==> config.mk <==
export PLATFORM = sky130hd
export DESIGN_NAME = mips_decode_exec
export DESIGN_NICKNAME = d
export VERILOG_FILES = /design/src/rtl/mips_decode_exec.sv
export SDC_FILE = /design/constraint.sdc
export NUM_CORES = 1
export LEC_CHECK = 0
export BUFFER_PORTS_ARGS = -buffer_cell sky130_fd_sc_hd__buf_2
export CELL_PAD_IN_SITES_DETAIL_PLACEMENT = 1
export CELL_PAD_IN_SITES_GLOBAL_PLACEMENT = 1
export CORE_MARGIN = 1
export CORE_UTILIZATION = 43
export DETAILED_ROUTE_END_ITERATION = 6
export PLACE_DENSITY = 0.83
export RECOVER_POWER = 50
export SLEW_MARGIN = 20
export SYNTH_ARGS = -nofsm -noshare
export SYNTH_HDL_FRONTEND = slang
export SYNTH_SLANG_ARGS = --single-unit
==> constraint.sdc <==
create_clock -name clk -period 2.35 [get_ports clk]
set_clock_uncertainty 0.05 [all_clocks]
set_input_delay 0.3525 -clock clk [delete_from_list [all_inputs] [get_ports clk]]
set_output_delay 0.3525 -clock clk [all_outputs]
set_load 0.05 [all_outputs]
==> src/rtl/mips_decode_exec.sv <==
// Decode-and-execute slice of the single-cycle MIPS core: control decode, immediate
// extension, operand selection and ALU, with every output registered.
module mips_decode_exec #(
  parameter int XLEN = 32
) (
  input  logic            clk,
  input  logic            rst,
  input  logic            en,
  input  logic [31:0]     instr,
  input  logic [XLEN-1:0] rs_data,
  input  logic [XLEN-1:0] rt_data,
  output logic [XLEN-1:0] alu_out,
  output logic            zero,
  output logic [XLEN-1:0] imm_ext,
  output logic [4:0]      alu_op,
  output logic [1:0]      reg_dst,
  output logic [1:0]      mem2reg,
  output logic            reg_wr,
  output logic            mem_wr
);

  localparam logic [4:0] ALU_ADD = 5'd0, ALU_SUB = 5'd1, ALU_AND = 5'd2, ALU_OR = 5'd3,
                         ALU_XOR = 5'd4, ALU_NOR = 5'd5, ALU_SLT = 5'd6, ALU_SLTU = 5'd7,
                         ALU_SLL = 5'd8, ALU_SRL = 5'd9, ALU_SRA = 5'd10;

  logic [5:0]      op, funct;
  logic [4:0]      alu_op_c;
  logic [1:0]      reg_dst_c, mem2reg_c, src_a;
  logic            reg_wr_c, mem_wr_c, src_b, ext_sign;
  logic [XLEN-1:0] imm_c, opa, opb, res;
  logic [4:0]      sh;

  assign op    = instr[31:26];
  assign funct = instr[5:0];

  always_comb begin
    alu_op_c  = ALU_ADD;
    reg_dst_c = 2'd0;
    mem2reg_c = 2'd0;
    reg_wr_c  = 1'b0;
    mem_wr_c  = 1'b0;
    src_a     = 2'd0;
    src_b     = 1'b0;
    ext_sign  = 1'b1;
    case (op)
      6'h00: begin
        reg_dst_c = 2'd1;
        reg_wr_c  = 1'b1;
        case (funct)
          6'h20, 6'h21: alu_op_c = ALU_ADD;
          6'h22, 6'h23: alu_op_c = ALU_SUB;
          6'h24: alu_op_c = ALU_AND;
          6'h25: alu_op_c = ALU_OR;
          6'h26: alu_op_c = ALU_XOR;
          6'h27: alu_op_c = ALU_NOR;
          6'h2A: alu_op_c = ALU_SLT;
          6'h2B: alu_op_c = ALU_SLTU;
          6'h00: begin alu_op_c = ALU_SLL; src_a = 2'd2; end
          6'h02: begin alu_op_c = ALU_SRL; src_a = 2'd2; end
          6'h03: begin alu_op_c = ALU_SRA; src_a = 2'd2; end
          6'h04: alu_op_c = ALU_SLL;
          6'h06: alu_op_c = ALU_SRL;
          6'h07: alu_op_c = ALU_SRA;
          default: begin  // jr and unknown funct: no side effects
            reg_dst_c = 2'd0;
            reg_wr_c  = 1'b0;
          end
        endcase
      end
      6'h08, 6'h09: begin reg_wr_c = 1'b1; src_b = 1'b1; end
      6'h0A: begin alu_op_c = ALU_SLT;  reg_wr_c = 1'b1; src_b = 1'b1; end
      6'h0B: begin alu_op_c = ALU_SLTU; reg_wr_c = 1'b1; src_b = 1'b1; end
      6'h0C: begin alu_op_c = ALU_AND; reg_wr_c = 1'b1; src_b = 1'b1; ext_sign = 1'b0; end
      6'h0D: begin alu_op_c = ALU_OR;  reg_wr_c = 1'b1; src_b = 1'b1; ext_sign = 1'b0; end
      6'h0E: begin alu_op_c = ALU_XOR; reg_wr_c = 1'b1; src_b = 1'b1; ext_sign = 1'b0; end
      6'h0F: begin alu_op_c = ALU_SLL; reg_wr_c = 1'b1; src_a = 2'd1; src_b = 1'b1; end
      6'h23: begin mem2reg_c = 2'd1; reg_wr_c = 1'b1; src_b = 1'b1; end
      6'h2B: begin mem_wr_c = 1'b1; src_b = 1'b1; end
      6'h04, 6'h05: alu_op_c = ALU_SUB;
      6'h03: begin reg_dst_c = 2'd2; mem2reg_c = 2'd2; reg_wr_c = 1'b1; end
      default: ;
    endcase
    // sll r0,r0,0 decodes as an R-type write; the nop must not disturb r0 or memory
    if (instr == 32'h0) begin
      reg_wr_c = 1'b0;
      mem_wr_c = 1'b0;
    end
  end

  assign imm_c = ext_sign ? {{(XLEN-16){instr[15]}}, instr[15:0]}
                          : {{(XLEN-16){1'b0}}, instr[15:0]};

  always_comb begin
    case (src_a)
      2'd0:    opa = rs_data;
      2'd1:    opa = XLEN'(16);
      2'd2:    opa = {{(XLEN-5){1'b0}}, instr[10:6]};
      default: opa = '0;
    endcase
  end

  assign opb = src_b ? imm_c : rt_data;
  assign sh  = opa[4:0];

  always_comb begin
    case (alu_op_c)
      ALU_ADD:  res = opa + opb;
      ALU_SUB:  res = opa - opb;
      ALU_AND:  res = opa & opb;
      ALU_OR:   res = opa | opb;
      ALU_XOR:  res = opa ^ opb;
      ALU_NOR:  res = ~(opa | opb);
      ALU_SLT:  res = {{(XLEN-1){1'b0}}, ($signed(opa) < $signed(opb))};
      ALU_SLTU: res = {{(XLEN-1){1'b0}}, (opa < opb)};
      ALU_SLL:  res = opb << sh;
      ALU_SRL:  res = opb >> sh;
      ALU_SRA:  res = $signed(opb) >>> sh;
      default:  res = '0;
    endcase
  end

  always_ff @(posedge clk or posedge rst) begin
    if (rst) begin
      alu_out <= '0;
      zero    <= 1'b0;
      imm_ext <= '0;
      alu_op  <= '0;
      reg_dst <= '0;
      mem2reg <= '0;
      reg_wr  <= 1'b0;
      mem_wr  <= 1'b0;
    end else if (en) begin
      alu_out <= res;
      zero    <= (res == '0);
      imm_ext <= imm_c;
      alu_op  <= alu_op_c;
      reg_dst <= reg_dst_c;
      mem2reg <= mem2reg_c;
      reg_wr  <= reg_wr_c;
      mem_wr  <= mem_wr_c;
    end
  end

endmodule

==> results_dict.tcl, run 1 <==
set metrics [dict create \
    synth_async_sr_flop_share_pct 100 \
    yosys_warnings 0 \
    die_w_um 175 \
    io_buffers 173 \
    syn_area_per_cell_um2 6.78 \
    cts-root-buf "clkbuf_16" \
    cts_setup_buffers 86 \
    rows 63 \
    cts_sinks 60 \
    synth_ff_type "dfrtp_1" \
    synth_edf_count 0 \
    dpl.hpwl_um 86000 \
    hold_buffers 0 \
    yosysSeqAreaShare_pct 11.6 \
    routabilityCongestion 1.29 \
    status "stopped before the end" \
    synth_cells 1908 \
    clk_path_buf_depth 2 \
    initial_core_util_pct 43.7 \
    lastStage "clock tree synthesis (4_1_cts)" \
    cts-htree-levels 3 \
    ctsResizeCount 350 \
    ys_ff_latch 60 \
    yosysUniqueCellTypes 102 \
    die_h_um 175 \
    cts_made_buffers 9 \
    synth_area_um2 12900 \
    synth_fp_nets 2107 \
    error_line "[ERROR DPL-0033] detailed placement checks failed during check placement." \
    boundaryPins 175 \
]
[metrics by stage]
step	instances	hold WS [ns]	instance area, um2	setup slack (ns)	TNS, ns
after global placement	3044	0.381	19500	-2.80	-67.79
after floorplan	1908	0.454	13600	-2.79	-55.97
after detailed placement	3044	0.394	19500	-3.62	-88.13
[synth_stat cells (all sizes together) (9+ instances only)]
master     n  area (um2)
o22ai     34         213
and3      13        81.3
nor3      50         267
nor2     186         698
a221oi    27         236
and2       9        56.3
mux2      39         439
a21o      23         174
ha        98        1230
a22oi     18         145
o2111ai   13         114
a22o      11        96.3
o21ai    163         823
a21oi    202        1020
a211o     11        96.3
o31ai     15         113
o221ai    10        87.6
dfrtp     60        1500
mux2i     41         427
a211oi    42         325
xnor2     21         184
a31oi     31         194
or2       10        62.6
clkbuf    79         297
nand3     57         290
nand4     16         115
nand2b    18         113
inv      112         423
nor4      17         113
nand2    200         771
o211ai    49         368
buf       77         465
[logic make-up after synthesis]
| logic type | Yosys count | synth area share, % |
|---|---|---|
| compound gates | 759 | 38.7 |
| xor+xnor | 29 | 1.96 |
| fa+ha+maj | 100 | 9.78 |
| buf+inv | 268 | 9.16 |
| flops | 60 | 11.6 |
| mux | 81 | 6.86 |
| other cells | 1 | 0.0290 |
| simple gates | 610 | 21.9 |
==> run 2, diff against run 1 <==
--- a/config.mk
+++ b/config.mk
@@ -6,12 +6,10 @@
 export NUM_CORES = 1
 export LEC_CHECK = 0
 export BUFFER_PORTS_ARGS = -buffer_cell sky130_fd_sc_hd__buf_2
-export CELL_PAD_IN_SITES_DETAIL_PLACEMENT = 1
-export CELL_PAD_IN_SITES_GLOBAL_PLACEMENT = 1
 export CORE_MARGIN = 1
-export CORE_UTILIZATION = 43
+export CORE_UTILIZATION = 35
 export DETAILED_ROUTE_END_ITERATION = 6
-export PLACE_DENSITY = 0.83
+export PLACE_DENSITY_LB_ADDON = 0.15
 export RECOVER_POWER = 50
 export SLEW_MARGIN = 20
 export SYNTH_ARGS = -nofsm -noshare
==> run 2 against run 1 <==
Against the previous run:
- the flow now finishes, with violations (max-capacitance violations, max-slew violations, negative setup slack)
- synthesized area stayed put
- synthesized cell count unchanged
==> results_dict.tcl, run 2 <==
set metrics [dict create \
    status "finished, violations left" \
    violations "max-capacitance violations, max-slew violations, negative setup slack" \
    period_share_pct 216 \
    largest_register_ffs 32 \
    r2r_cells 2 \
    synth.most_common_cell "a21oi_1" \
    antenna_found_initial 0 \
    synth_common_cells "a21oi_1 (199), nand2_1 (194), nor2_1 (186), o21ai_0 (146), inv_1 (107)" \
    vias_per_cell 6.13 \
    worst_pin_slew_ns 1.63 \
    die_area_um2 37800 \
    critPathKind "primary input to flop" \
    drtIter0Drc 2071 \
    initial_core_util_pct 35.4 \
    hp-class "primary input to flop" \
    dp_slack_ns -3.39 \
    wl_um 87400 \
    drtAntennaViolNets 0 \
    synth_fp_nets 2107 \
    power.leakage_nw 10.8 \
    cp.required_ns 2.58 \
    synth_compound_area_share_pct 38.7 \
    regMostFlops "alu_out" \
    synth_edf_count 0 \
    synth.area.top_cells "dfrtp_1 (12%), ha_1 (9.5%), a21oi_1 (7.7%)" \
    gr-total-overflow 0 \
    grt_pass1_vias 19712 \
    slew_violations 142 \
    arrival_ns 5.31 \
    slew_headroom_pct -8.55 \
    hold_start "instr[31]" \
    cts-htree-levels 3 \
    setup_viol_count_final 33 \
    cts_sinks 60 \
    grt_usage_pct 44.9 \
    maxCapViolCount 2 \
    finalSetupTns_ns -60.14 \
    drcViolationCount 0 \
    hold_violations 0 \
    synth_async_sr_flop_share_pct 100 \
    fmax_mhz 197 \
    cp_max_fo 4 \
    die_h_um 194 \
    io_buffers 173 \
    synth_cells 1908 \
    rsz0062_at_grt "true" \
    rows 70 \
    layout-drive-gt1-share_pct 50.4 \
    syn2layout_area_growth_pct 79.7 \
    finalWorstPathRequiredPeriod_ns 5.08 \
    dr.pass1.iters 7 \
    boundaryPins 175 \
    synth_ff_type "dfrtp_1" \
    worst_slack_ns -2.73 \
    grt_max_degree 81 \
    yosysSeqAreaShare_pct 11.6 \
    coreArea_um2 36500 \
    worstHoldEndpoint "mem2reg[0]" \
    ys_ff_latch 60 \
    synth-adder-area-share_pct 9.78 \
    cts-root-buf "clkbuf_16" \
    grt_pass1_wl_um 127000 \
    synth_area_um2 12900 \
    synth_top_family_by_area "compound AO/OA/AOI/OAI gates" \
    wire_per_inst_um 26.6 \
    largestRegisters "alu_out x32, imm_ext x17, alu_op x4" \
    holdPathStages 3 \
    cts_made_buffers 9 \
    mostFrequentLayoutCells "buf_4 (773), nand2_1 (186), nor2_1 (167)" \
    tritoncts "built" \
    syn_area_per_cell_um2 6.78 \
    yosys_warnings 0 \
    clk_path_buf_depth 2 \
    critPathLaunch "instr[27]" \
    ff2ff_setup_slack_ns 1.45 \
    yosysTopAreaCell "dfrtp_1" \
    vias 20101 \
    routabilityCongestion 1.06 \
    hold_buffers 0 \
    setup.worst_path.start_class "primary input" \
    muxShareOfSynthArea_pct 6.86 \
    dpl.hpwl_um 68300 \
    num_antenna_cells 0 \
    die_w_um 194 \
    synth-simple-area-share_pct 21.9 \
    synth_top_area_share_pct 11.6 \
    r2r_start "imm_ext[30]" \
    clk_latency_ns 0.34 \
    dpl.cell_count 3144 \
    synth_xor_area_share_pct 1.96 \
    final_common_cell "buf_4" \
    yosysUniqueCellTypes 102 \
    fin_cells 3281 \
    ir_worst_vdd_mv 0.345 \
    final_nets 3008 \
    path_clk_slew_ns 0.06 \
    worstReg2RegEnd "imm_ext[30]" \
    powerDensity_nw_per_um2 459 \
    end_kind "flop" \
]
[run 2: power by group]
part           switching (mW)  total [mW]  leakage [nW]  internal [mW]
Sequential              0.102        1.31         0.711           1.21
Clock                   0.502        1.56         0.162           1.06
Combinational            4.47        7.81          9.93           3.34
[run 2: routing by layer]
metal / share of wire [%] / vias up / global-route usage [%]
met5: 0 / - / 0.128
met3: 9.4 / 308 / 9.09
li1: - / 8932 / -
met4: 9.1 / 0 / 34.3
met2: 43 / 1242 / 69.5
met1: 39 / 9619 / 54.9
[run 2: final cells by class]
type	count	area [um2]
fillers	3206	13300
multi-input cells	1581	12400
flip-flops and latches	60	1500
well taps	468	586
repair buffers	1045	8020
clock inverters	4	97.6
inverters	112	438
clock buffers	11	243
[run 2: critical path, cell delays in order]
cell and delay (ns):
buf_8 0.10, buf_6 0.12, buf_6 0.11, or4_4 0.44
nor3_4 0.26, nand4_4 0.12, nand2_4 0.13, buf_4 0.14
buf_12 0.10, ha_4 0.21, a211oi_4 0.27, o211ai_1 0.18
buf_4 0.19, a31oi_4 0.19, o31ai_2 0.09, buf_4 0.14
o21bai_1 0.16, xor2_1 0.19, o22ai_2 0.14, a211oi_2 0.27
buf_4 0.17, nand4_1 0.13, nor4_2 0.32, nand4_1 0.26
nor4b_2 0.34, a32o_1 0.19
[run 2: worst max path at each step]
stage               endpoint  slack (ns)  cells after the start
global route            zero       -2.81                     23
global placement        zero       -3.19                     23
finish                  zero       -2.73                     26
floorplan               zero       -2.79                     24
CTS                     zero       -2.55                     22
detailed placement      zero       -3.39                     23
[run 2: cell families after synthesis]
family                   count (synthesis)
other                                    1
flip-flops                              60
multiplexers                            81
XOR/XNOR                                29
AND/OR/NAND/NOR                        610
adder cells (fa/ha/maj)                100
AO/OA/AOI/OAI                          759
buffers and inverters                  268
[run 2: metrics by stage]
step	area [um2]	utilization (%)	power (mW)	hold WS, ns
final	23300	63.7	10.7	0.252
after global routing	23300	63.7	11.0	0.244
after CTS	22600	61.9	10.2	0.00490
after detailed placement	19800	54.3	7.77	0.378
after global placement	19800	54.3	7.74	0.373
after floorplan	13600	-	4.60	0.454
[run 2: repair_timing]
action                     CTS  global route
pin swaps                  131            82
buffers inserted           102            35
setup endpoints to repair   33            33
hold endpoints to repair     0             0
gates resized for setup    349           116
cloned                       6             0
Note: power is estimated with default switching activity, not from simulation.
